## config.mk

```make
export PLATFORM = sky130hd
export DESIGN_NAME = alu_ctrl_seq
export DESIGN_NICKNAME = d
export VERILOG_FILES = /design/src/rtl/alu_ctrl_seq_pkg.sv /design/src/rtl/alu_ctrl_seq_instr_decoder.sv /design/src/rtl/alu_ctrl_seq.sv
export SDC_FILE = /design/constraint.sdc
export NUM_CORES = 1
export LEC_CHECK = 0
export ABC_AREA = 1
export CAP_MARGIN = 20
export CORE_MARGIN = 4
export CORE_UTILIZATION = 44
export CTS_CLUSTER_SIZE = 25
export DETAILED_ROUTE_END_ITERATION = 12
export PLACE_DENSITY_LB_ADDON = 0.12
export SLEW_MARGIN = 15
export SYNTH_ARGS = -nofsm -noshare
export SYNTH_HDL_FRONTEND = slang
export SYNTH_SLANG_ARGS = --single-unit
```

## constraint.sdc

```tcl
create_clock -name clk -period 1.69 [get_ports clk]
set_input_delay 0.507 -clock clk [delete_from_list [all_inputs] [get_ports clk]]
set_output_delay 0.507 -clock clk [all_outputs]
set_load 0.02 [all_outputs]
```

## src/rtl/alu_ctrl_seq_pkg.sv

```systemverilog
// -----------------------------------------------------------------------------
// alu_ctrl_pkg
// Shared types and constants for the ALU control sequencer: instruction
// opcodes, FSM states, ALU operation / branch-select encodings, the HALT
// instruction word and the decoded-control struct produced by instr_decoder.
// -----------------------------------------------------------------------------
package alu_ctrl_pkg;

  typedef enum logic [2:0] {
    OP_ADD  = 3'b000,
    OP_SUB  = 3'b001,
    OP_ANDB = 3'b010,
    OP_XOR  = 3'b011,
    OP_SHL  = 3'b100,
    OP_SHR  = 3'b101,
    OP_BR   = 3'b110,
    OP_MEM  = 3'b111
  } opcode_e;

  typedef enum logic [2:0] {
    IDLE,
    FETCH,
    EXEC,
    MEMW,
    WB,
    HALT
  } state_e;

  localparam logic [1:0] ALU_ADD   = 2'b00;
  localparam logic [1:0] ALU_ANDB  = 2'b01;
  localparam logic [1:0] ALU_XOR   = 2'b10;
  localparam logic [1:0] ALU_SHIFT = 2'b11;

  localparam logic [1:0] BR_ZERO   = 2'b00;
  localparam logic [1:0] BR_SIGN   = 2'b01;
  localparam logic [1:0] BR_OVF    = 2'b10;
  localparam logic [1:0] BR_ALWAYS = 2'b11;

  localparam logic [8:0] HALT_INSTR = 9'h1FF;

  typedef struct packed {
    logic [1:0] alu_op;
    logic       sub;
    logic       branch;
    logic [1:0] branch_sel;
    logic       shift_left;
    logic [2:0] ra;
    logic [2:0] rb;
    logic [2:0] wa;
    logic       is_mem;
    logic       is_store;
    logic       is_br;
    logic       is_halt;
  } ctrl_t;

endpackage

```

## src/rtl/alu_ctrl_seq_instr_decoder.sv

```systemverilog
// -----------------------------------------------------------------------------
// instr_decoder
// Purely combinational decode of a 9-bit instruction word into ALU controls,
// register-file addresses and instruction-class flags.
//   instr  in  9       instruction word (op=[8:6], rd=[5:3], rs=[2:0])
//   ctrl   out ctrl_t  decoded control bundle
// The all-ones word is HALT and wins over the MEM opcode it aliases.
// -----------------------------------------------------------------------------
module instr_decoder
  import alu_ctrl_pkg::*;
(
  input  logic [8:0] instr,
  output ctrl_t      ctrl
);

  opcode_e op;
  assign op = opcode_e'(instr[8:6]);

  always_comb begin
    // NOTE: give every combinational output a default before the case so that
    // no path leaves it unassigned and a latch is never inferred.
    ctrl = '0;
    if (instr == HALT_INSTR) begin
      ctrl.is_halt = 1'b1;
    end else begin
      case (op)
        OP_ADD, OP_SUB, OP_ANDB, OP_XOR, OP_SHL, OP_SHR: begin
          ctrl.ra = instr[5:3];
          ctrl.rb = instr[2:0];
          ctrl.wa = instr[5:3];
          unique case (op)
            OP_ADD:  ctrl.alu_op = ALU_ADD;
            OP_SUB:  begin ctrl.alu_op = ALU_ADD; ctrl.sub = 1'b1; end
            OP_ANDB: ctrl.alu_op = ALU_ANDB;
            OP_XOR:  ctrl.alu_op = ALU_XOR;
            OP_SHL:  begin ctrl.alu_op = ALU_SHIFT; ctrl.shift_left = 1'b1; end
            default: ctrl.alu_op = ALU_SHIFT;  // OP_SHR
          endcase
        end
        OP_BR: begin
          // Branch compares r1 - r2; the ALU reports the selected flag.
          ctrl.alu_op     = ALU_ADD;
          ctrl.sub        = 1'b1;
          ctrl.branch     = 1'b1;
          ctrl.branch_sel = instr[5:4];
          ctrl.ra         = 3'd1;
          ctrl.rb         = 3'd2;
          ctrl.is_br      = 1'b1;
        end
        default: begin  // OP_MEM
          // Address register feeds ALU in1; the data register is the store
          // source (rb) or the load destination (wa).
          ctrl.alu_op   = ALU_ADD;
          ctrl.is_mem   = 1'b1;
          ctrl.is_store = instr[5];
          ctrl.ra       = {1'b0, instr[1:0]};
          if (instr[5]) ctrl.rb = instr[4:2];
          else          ctrl.wa = instr[4:2];
        end
      endcase
    end
  end

endmodule

```

## src/rtl/alu_ctrl_seq.sv

```systemverilog
// -----------------------------------------------------------------------------
// alu_ctrl_seq
// Multi-cycle control sequencer on the issuing side of the ALU interface.
// Owns the PC, fetches from a combinational instruction memory, drives ALU,
// register-file and memory strobes, and resolves branches from alu_result[0].
//   clk, rst_n        clock (rising) / asynchronous active-low reset
//   start             begin at pc=0 (accepted in IDLE or HALT only)
//   instr_in          instruction at pc
//   pc                fetch address (wraps modulo 2^PC_W)
//   alu_result        ALU output; bit0 is the branch flag
//   alu_op/sub/branch/branch_sel/shift_left   ALU controls (EXEC only)
//   rf_ra/rf_rb/rf_wa register addresses; rf_we/rf_wsel write strobe/select
//   mem_req/mem_we/mem_ready                  memory handshake
//   done              high in HALT
//   instr_count       retired-instruction count
// Optional: define INSTR_CNT_EN for a saturating retired-instruction counter;
// otherwise instr_count is tied to zero.
// All control outputs are registered: each transition loads the values the
// next state needs.
// -----------------------------------------------------------------------------
module alu_ctrl_seq
  import alu_ctrl_pkg::*;
#(
  parameter int PC_W  = 8,
  parameter int CNT_W = 16
) (
  input  logic             clk,
  input  logic             rst_n,
  input  logic             start,
  input  logic [8:0]       instr_in,
  output logic [PC_W-1:0]  pc,
  input  logic [7:0]       alu_result,
  output logic [1:0]       alu_op,
  output logic             alu_sub,
  output logic             alu_branch,
  output logic [1:0]       alu_branch_sel,
  output logic             alu_shift_left,
  output logic [2:0]       rf_ra,
  output logic [2:0]       rf_rb,
  output logic [2:0]       rf_wa,
  output logic             rf_we,
  output logic             rf_wsel,
  output logic             mem_req,
  output logic             mem_we,
  input  logic             mem_ready,
  output logic             done,
  output logic [CNT_W-1:0] instr_count
);

  state_e          state;
  ctrl_t           dec;
  logic            is_br_q, is_mem_q, is_store_q, is_halt_q;
  logic [3:0]      br_off_q;
  logic [PC_W-1:0] pc_inc, pc_br;
  logic            br_taken, start_acc;
  logic            unused_alu_bits;

  // Decode the word being fetched so EXEC outputs can be registered at FETCH.
  instr_decoder u_dec (
    .instr (instr_in),
    .ctrl  (dec)
  );

  assign pc_inc    = pc + PC_W'(1);
  assign pc_br     = pc + {{(PC_W-4){br_off_q[3]}}, br_off_q};
  // alu_branch_sel holds the decoded branch select while in EXEC.
  assign br_taken  = alu_result[0] || (alu_branch_sel == BR_ALWAYS);
  assign start_acc = start && (state == IDLE || state == HALT);
  assign unused_alu_bits = ^alu_result[7:1];

  always_ff @(posedge clk or negedge rst_n) begin
    if (!rst_n) begin
      state          <= IDLE;
      pc             <= '0;
      is_br_q        <= 1'b0;
      is_mem_q       <= 1'b0;
      is_store_q     <= 1'b0;
      is_halt_q      <= 1'b0;
      br_off_q       <= '0;
      alu_op         <= '0;
      alu_sub        <= 1'b0;
      alu_branch     <= 1'b0;
      alu_branch_sel <= '0;
      alu_shift_left <= 1'b0;
      rf_ra          <= '0;
      rf_rb          <= '0;
      rf_wa          <= '0;
      rf_we          <= 1'b0;
      rf_wsel        <= 1'b0;
      mem_req        <= 1'b0;
      mem_we         <= 1'b0;
      done           <= 1'b0;
    end else begin
      // NOTE: these non-blocking defaults are overridden by later non-blocking
      // assignments in the case below; the last one scheduled wins.
      alu_op         <= '0;
      alu_sub        <= 1'b0;
      alu_branch     <= 1'b0;
      alu_branch_sel <= '0;
      alu_shift_left <= 1'b0;
      rf_ra          <= '0;
      rf_rb          <= '0;
      rf_wa          <= '0;
      rf_we          <= 1'b0;
      rf_wsel        <= 1'b0;
      mem_req        <= 1'b0;
      mem_we         <= 1'b0;
      done           <= 1'b0;

      case (state)
        IDLE: begin
          if (start_acc) begin
            state <= FETCH;
            pc    <= '0;
          end
        end
        FETCH: begin
          state          <= EXEC;
          is_br_q        <= dec.is_br;
          is_mem_q       <= dec.is_mem;
          is_store_q     <= dec.is_store;
          is_halt_q      <= dec.is_halt;
          br_off_q       <= instr_in[3:0];
          alu_op         <= dec.alu_op;
          alu_sub        <= dec.sub;
          alu_branch     <= dec.branch;
          alu_branch_sel <= dec.branch_sel;
          alu_shift_left <= dec.shift_left;
          rf_ra          <= dec.ra;
          rf_rb          <= dec.rb;
          rf_wa          <= dec.wa;
        end
        EXEC: begin
          if (is_halt_q) begin
            state <= HALT;
            done  <= 1'b1;
          end else if (is_br_q) begin
            state <= FETCH;
            pc    <= br_taken ? pc_br : pc_inc;
          end else begin
            rf_ra <= rf_ra;
            rf_rb <= rf_rb;
            rf_wa <= rf_wa;
            if (is_mem_q) begin
              state   <= MEMW;
              mem_req <= 1'b1;
              mem_we  <= is_store_q;
            end else begin
              state <= WB;
              rf_we <= 1'b1;
            end
          end
        end
        MEMW: begin
          if (mem_ready && is_store_q) begin
            state <= FETCH;
            pc    <= pc_inc;
          end else begin
            rf_ra <= rf_ra;
            rf_rb <= rf_rb;
            rf_wa <= rf_wa;
            if (mem_ready) begin
              state   <= WB;
              rf_we   <= 1'b1;
              rf_wsel <= 1'b1;
            end else begin
              mem_req <= 1'b1;
              mem_we  <= mem_we;
            end
          end
        end
        WB: begin
          state <= FETCH;
          pc    <= pc_inc;
        end
        default: begin  // HALT
          if (start_acc) begin
            state <= FETCH;
            pc    <= '0;
          end else begin
            done <= 1'b1;
          end
        end
      endcase
    end
  end

`ifdef INSTR_CNT_EN
  logic retire;

  // Retirement points: WB exit, branch in EXEC, store completion, HALT entry.
  assign retire = (state == WB) ||
                  (state == EXEC && (is_br_q || is_halt_q)) ||
                  (state == MEMW && mem_ready && is_store_q);

  always_ff @(posedge clk or negedge rst_n) begin
    if (!rst_n)                         instr_count <= '0;
    else if (start_acc)                 instr_count <= '0;
    else if (retire && ~&instr_count)   instr_count <= instr_count + CNT_W'(1);
  end
`else
  assign instr_count = '0;
`endif

endmodule

```

==> summary.md, run 1 <==
| Metric | Value |
|---|---|
| Number of synthesized flops with an enable pin | `0` |
| Clock transition at path regs | `0.08 ns` |
| Top_reg_cell synth | `dfrtp_1` |
| Ratio of cells with drive above 1 in the final layout | `0.216` |
| # DRC | `0` |
| Commonest non-fill, non-tap cell in the layout | `nand2_1` |
| Fmax | `0.600 GHz` |
| Syn. warnings | `0` |
| Area growth, synth to finish | `38.5%` |
| Core area | `5510 um^2` |
| #FFs+latches synth | `40` |
| Most frequent cells in the layout | `90 x nand2_1, 46 x buf_4, 40 x inv_1` |
| Vias per cell | `4.84` |
| Ports | `66` |
| DR pass1 iterations | `4` |
| Fraction of registers with async set/reset | `1.00` |
| Antenna Nets Post-Route | `0` |
| Via count | `2434` |
| Die span in y | `83.5 um` |
| Nets@finish | `460` |
| Final Slew Violations | `0` |
| Longest Clk Path Bufs | `2` |
| Post-DP Area | `3270 um^2` |
| Rows | `27` |
| Wire length on met1 | `2.92 mm` |
| Dpl hpwl | `4.81 mm` |
| Critical path class | `reg2out` |
| Wire length of the first global-routing pass | `10.7 mm` |
| Total track usage | `0.187` |
| Final Cell Area | `3470 um^2` |
| Static leakage | `1.87 nW` |
| Die Width | `83.5 um` |
| Drt first-iter violations | `144` |
| Placer Congestion | `0.917` |
| Final setup vio count | `0` |
| Layout Cells excl Fill | `503` |
| PwrDens | `512 nW/um^2` |
| Period utilization | `0.987` |
| Max Used Layer | `met4` |
| # port buffers | `42` |
| Die area | `6970 um^2` |
| Synth Cell Area | `2510 um^2` |
| Status | `complete, no violations` |
| Crit end category | `output port` |
| Vias in the first global route | `2325` |
| Placed insts | `493` |
| CTS buffer count | `5` |
| Startpoint Class | `register` |
| Worst-path fanout max | `3` |
| Initial antenna violation count | `0` |
| Diode count | `0` |
| CP Data Required Time | `1.18 ns` |
| CTS HTree Levels | `2` |
| Final hold violation count | `0` |
| Worst IR Drop VDD | `285 uV` |
| CTS tree | `built` |
| Number of fill cells | `510` |
| Clock Skews | `0.00545 ns` |
| Total wire length | `6.37 mm` |
| Synthesized instance count | `340` |
| Gr ovfl total | `0` |
| Root Driver | `clkbuf_8` |
| Avg Synthesized Cell Area | `7.38 um^2` |
| CTS sink count | `40` |
| Register area share after synthesis | `0.399` |
| Largest net degree at the start of global routing | `27` |
| Initial Utilization | `0.456` |
| HP Class | `in2async` |
| Met2 WL | `3.06 mm` |
| Max-cap violations | `0` |
| Met3 routed WL | `309 um` |
| Worst-Skew Late Latency | `0.30 ns` |
| Hold Slack | `0.130 ns` |
| RSZ-0062 raised after global routing | `yes` |
| Fin crit period | `1.67 ns` |
| CP arrival | `1.16 ns` |
| Synth cell types | `34` |
| WL/cell | `12.7 um` |
==> final cells by class <==
type / count / area [um^2] / share of cell area
sequential: 40 / 1010 / 0.290
inverter: 44 / 168 / 0.0483
clock inverter: 2 / 16.3 / 0.00468
tap: 72 / 90.1 / 0.0259
timing repair buffer: 89 / 746 / 0.215
multi-input combinational: 250 / 1380 / 0.396
clock buffer: 6 / 72.6 / 0.0209
==> layer usage <==
layer / GRT usage / up-vias
met1: 0.251 / 1105
met5: 0 / -
li1: - / 1248
met4: 0.0468 / 0
met2: 0.306 / 73
met3: 0.0424 / 8
==> registers in the layout, indices dropped and copies added, names as in the netlist, 2 cells and up <==
signal and flops:
pc 8, br_off_q 4, rf_ra 3, rf_rb 3, rf_wa 3, state 3, alu_branch_sel 2, alu_op 2
==> synthesized netlist by cell type, types with 4 or more instances <==
| cell type | n | area [um^2] |
|---|---|---|
| inv_1 | 40 | 150 |
| nor2_1 | 28 | 105 |
| nand4_1 | 6 | 37.5 |
| inv_2 | 4 | 15.0 |
| dfrtp_1 | 40 | 1000 |
| nand2_1 | 93 | 349 |
| nand3_1 | 29 | 145 |
| a21oi_1 | 18 | 90.1 |
| ha_1 | 8 | 100 |
| buf_4 | 17 | 128 |
| o21ai_0 | 20 | 100 |
==> final timing paths <==
check,from,to,slack [ns],cells after the start
worst max-delay path,pc[0],pc[0],0.02,2
max in group asynchronous,rst_n,br_off_q[3],1.08,2
worst min register to register,rf_ra[1],rf_ra[1],0.49,2
min in group clk,rf_ra[1],rf_ra[1],0.49,2
worst min-delay path,rst_n,pc[2],0.13,1
worst max register to register,pc[0],pc[2],0.06,7
==> power by group <==
group | internal, W | switching [W] | total (W)
registers | 0.000956 | 0 | 0.000956
logic | 0.0000707 | 0.0000993 | 0.000170
clock network | 0.000294 | 0.000358 | 0.000652
total | 0.00132 | 0.000458 | 0.00178
==> critical path: stages (launching register included) <==
cell             delay (ns)
dfrtp_2                0.44
buf_4                  0.14
clkdlybuf4s15_1        0.27
==> logic make-up after synthesis <==
kind of cell	after synthesis	share of synthesized area
buf+inv	65	0.127
simple gates	172	0.301
other cells	1	0.00149
xor+xnor	5	0.0175
flops	40	0.399
fa+ha+maj	9	0.0479
compound gates	48	0.107
==> repair_timing <==
| item | 4_1_cts | 5_1_grt |
|---|---|---|
| hold endpoints to repair | 0 | 0 |
| setup buffers | 0 | 2 |
| setup endpoints to repair | 29 | 19 |
| cloned | 0 | 0 |
| gates resized for setup | 29 | 25 |
| hold buffers | 0 | 0 |
| pin swaps | 0 | 7 |
==> per-stage QoR <==
stage	worst slack [ns]	power, W	setup TNS [ns]	util
after global routing	-0.0128	0.00185	-0.0227	0.631
after floorplan	0.0360	0.00107	0	-
after CTS	0.00116	0.00180	0	0.604
after global placement	-0.258	0.00114	-4.17	0.595
final	0.0220	0.00178	0	0.631
after detailed placement	-0.279	0.00115	-4.48	0.595
(Power assumes the default switching activity.)
==> run 2: changes to the inputs <==
--- a/config.mk
+++ b/config.mk
@@ -7,7 +7,7 @@
 export LEC_CHECK = 0
 export ABC_AREA = 1
 export CAP_MARGIN = 20
-export CORE_MARGIN = 4
+export CORE_MARGIN = 3
 export CORE_UTILIZATION = 44
 export CTS_CLUSTER_SIZE = 25
 export DETAILED_ROUTE_END_ITERATION = 12
==> run 2 against run 1 <==
Compared with the run above:
- first-iteration DRC count rose by 25%
- via count rose by 1.3%
- core utilization increased by 1.2 points
- die area decreased by 4.7%
- flip-flop and latch count unchanged
- register-to-register slack is essentially flat
- maximum frequency grew 2.3%
- non-clock buffer count down 4
- global-route usage grew 1.8 points
- wire length down 1.1%
- largest cell class unchanged
==> summary.md, run 2 (synthesis gave the netlist of run 1 again) <==
| Metric | Value |
|---|---|
| Ratio of cells with drive above 1 in the final layout | `0.199` |
| Area growth, synth to finish | `35.9%` |
| Startpoint Class | `register` |
| Worst-Skew Late Latency | `0.31 ns` |
| Largest registers | `pc: 8 flops, br_off_q: 4 flops` |
| CTS HTree Levels | `2` |
| Placer Congestion | `0.881` |
| Max-cap violations | `0` |
| Rows | `26` |
| Status | `complete, no violations` |
| Fin crit period | `1.63 ns` |
| CP max stage cell | `dfrtp_1` |
| Period utilization | `0.965` |
| CP arrival | `1.12 ns` |
| Initial Utilization | `0.473` |
| Via count | `2466` |
| Die span in y | `81.5 um` |
| Wire length of the first global-routing pass | `10.5 mm` |
| Total track usage | `0.205` |
| Static leakage | `1.85 nW` |
| Sequential share of power | `0.528` |
| CTS buffer count | `5` |
| Crit-path cells | `clkdlybuf4s15_1` |
| Crit end category | `output port` |
| Commonest non-fill, non-tap cell in the layout | `nand2_1` |
| Most flop-heavy register | `pc` |
| P_int | `0.00132 W` |
| Vias per cell | `4.96` |
| Worst-path fanout max | `5` |
| Drt first-iter violations | `180` |
| Sw Share | `0.272` |
| Number of fill cells | `498` |
| Final Slew Violations | `0` |
| Critical path class | `reg2out` |
| HP Class | `in2async` |
| Final Power | `0.00181 W` |
| Clock power frac | `0.379` |
| Max incr delay on CP | `0.48 ns` |
| Cts-stage hold buffer count | `0` |
| Place WS | `-0.313 ns` |
| Die Width | `81.5 um` |
| WL/cell | `12.7 um` |
| Hold Slack | `0.139 ns` |
| DR pass1 iterations | `4` |
| CTS sink count | `40` |
| Max reg flops | `8` |
| CP Data Required Time | `1.18 ns` |
| Worst IR Drop VDD | `422 uV` |
| Combinational power share | `0.093` |
| Longest Clk Path Bufs | `2` |
| Final hold violation count | `0` |
| Dpl hpwl | `4.74 mm` |
| Vias in the first global route | `2327` |
| Gr ovfl total | `0` |
| Top Family by Delay on Critical Path | `flip-flops` |
| Multi-input gate area | `1340 um^2` |
| Core area | `5300 um^2` |
| Antenna Nets Post-Route | `0` |
| Clock transition at path regs | `0.09 ns` |
| Initial antenna violation count | `0` |
| Largest net degree at the start of global routing | `24` |
| Die area | `6640 um^2` |
| PwrDens | `531 nW/um^2` |
| Sw Pwr | `0.000492 W` |
| # DRC | `0` |
| Total wire length | `6.30 mm` |
| Root Driver | `clkbuf_8` |
| Diode count | `0` |
| Bufs and invs on worst path | `1` |
| Ports | `66` |
| Nets@finish | `456` |
| Final setup vio count | `0` |
| # port buffers | `42` |
| Fmax | `0.613 GHz` |
| Final Worst Setup Slack | `0.0592 ns` |
| Most frequent cells in the layout | `91 x nand2_1, 42 x buf_4, 40 x inv_1` |
| CTS tree | `built` |
| Clock Skews | `0.00605 ns` |
| Sequential Area | `1010 um^2` |
run 2: what timing repair did:
action | CTS | global route
gates resized for setup | 30 | 21
pin swaps | 0 | 4
buffers inserted | 0 | 1
hold endpoints to repair | 0 | 0
endpoints found under the setup margin | 29 | 19
run 2: power groups by stage:
stage | logic [W] | registers, W | clock network, W
floorplan | 0.0000936 | 0.000975 | 0
global placement | 0.000166 | 0.000975 | 0
detailed placement | 0.000168 | 0.000975 | 0
CTS | 0.000168 | 0.000956 | 0.000693
global route | 0.000185 | 0.000956 | 0.000736
finish | 0.000168 | 0.000956 | 0.000686
run 2: layout make-up:
cell class	count	area share
Clock buffer	5	0.0202
Multi-Input combinational cell	250	0.394
Inverter	44	0.0492
Clock inverter	3	0.00624
Timing Repair Buffer	85	0.210
Sequential cell	40	0.295
Tap cell	70	0.0257
run 2: per-stage QoR:
stage               cell area [um^2]  TNS [ns]  utilization  cells
floorplan                       2570         0            -    355
global placement                3250     -4.67        0.613    488
finish                          3410         0        0.643    497
global route                    3410  -0.00736        0.643    497
CTS                             3300         0        0.623    496
detailed placement              3250     -5.08        0.613    488
run 2: path summary, 6_finish.rpt:
path	from	to	slack (ns)	depth (start not counted)
worst min register to register	rf_rb[1]	rf_rb[1]	0.50	2
worst max register to register	pc[0]	pc[4]	0.07	7
worst max-delay path	pc[4]	pc[4]	0.06	1
max in group asynchronous	rst_n	state[2]	1.06	2
worst min-delay path	rst_n	alu_op[1]	0.14	1
min in group clk	instr_in[7]	alu_shift_left	0.46	2
run 2: layer usage:
| metal | global-route usage | vias to the layer above | part of all wire |
|---|---|---|---|
| li1 | - | 1236 | - |
| met1 | 0.275 | 1145 | 0.46 |
| met2 | 0.330 | 76 | 0.48 |
| met3 | 0.0428 | 9 | 0.051 |
| met4 | 0.0693 | 0 | 0.014 |
| met5 | 0 | - | 0 |
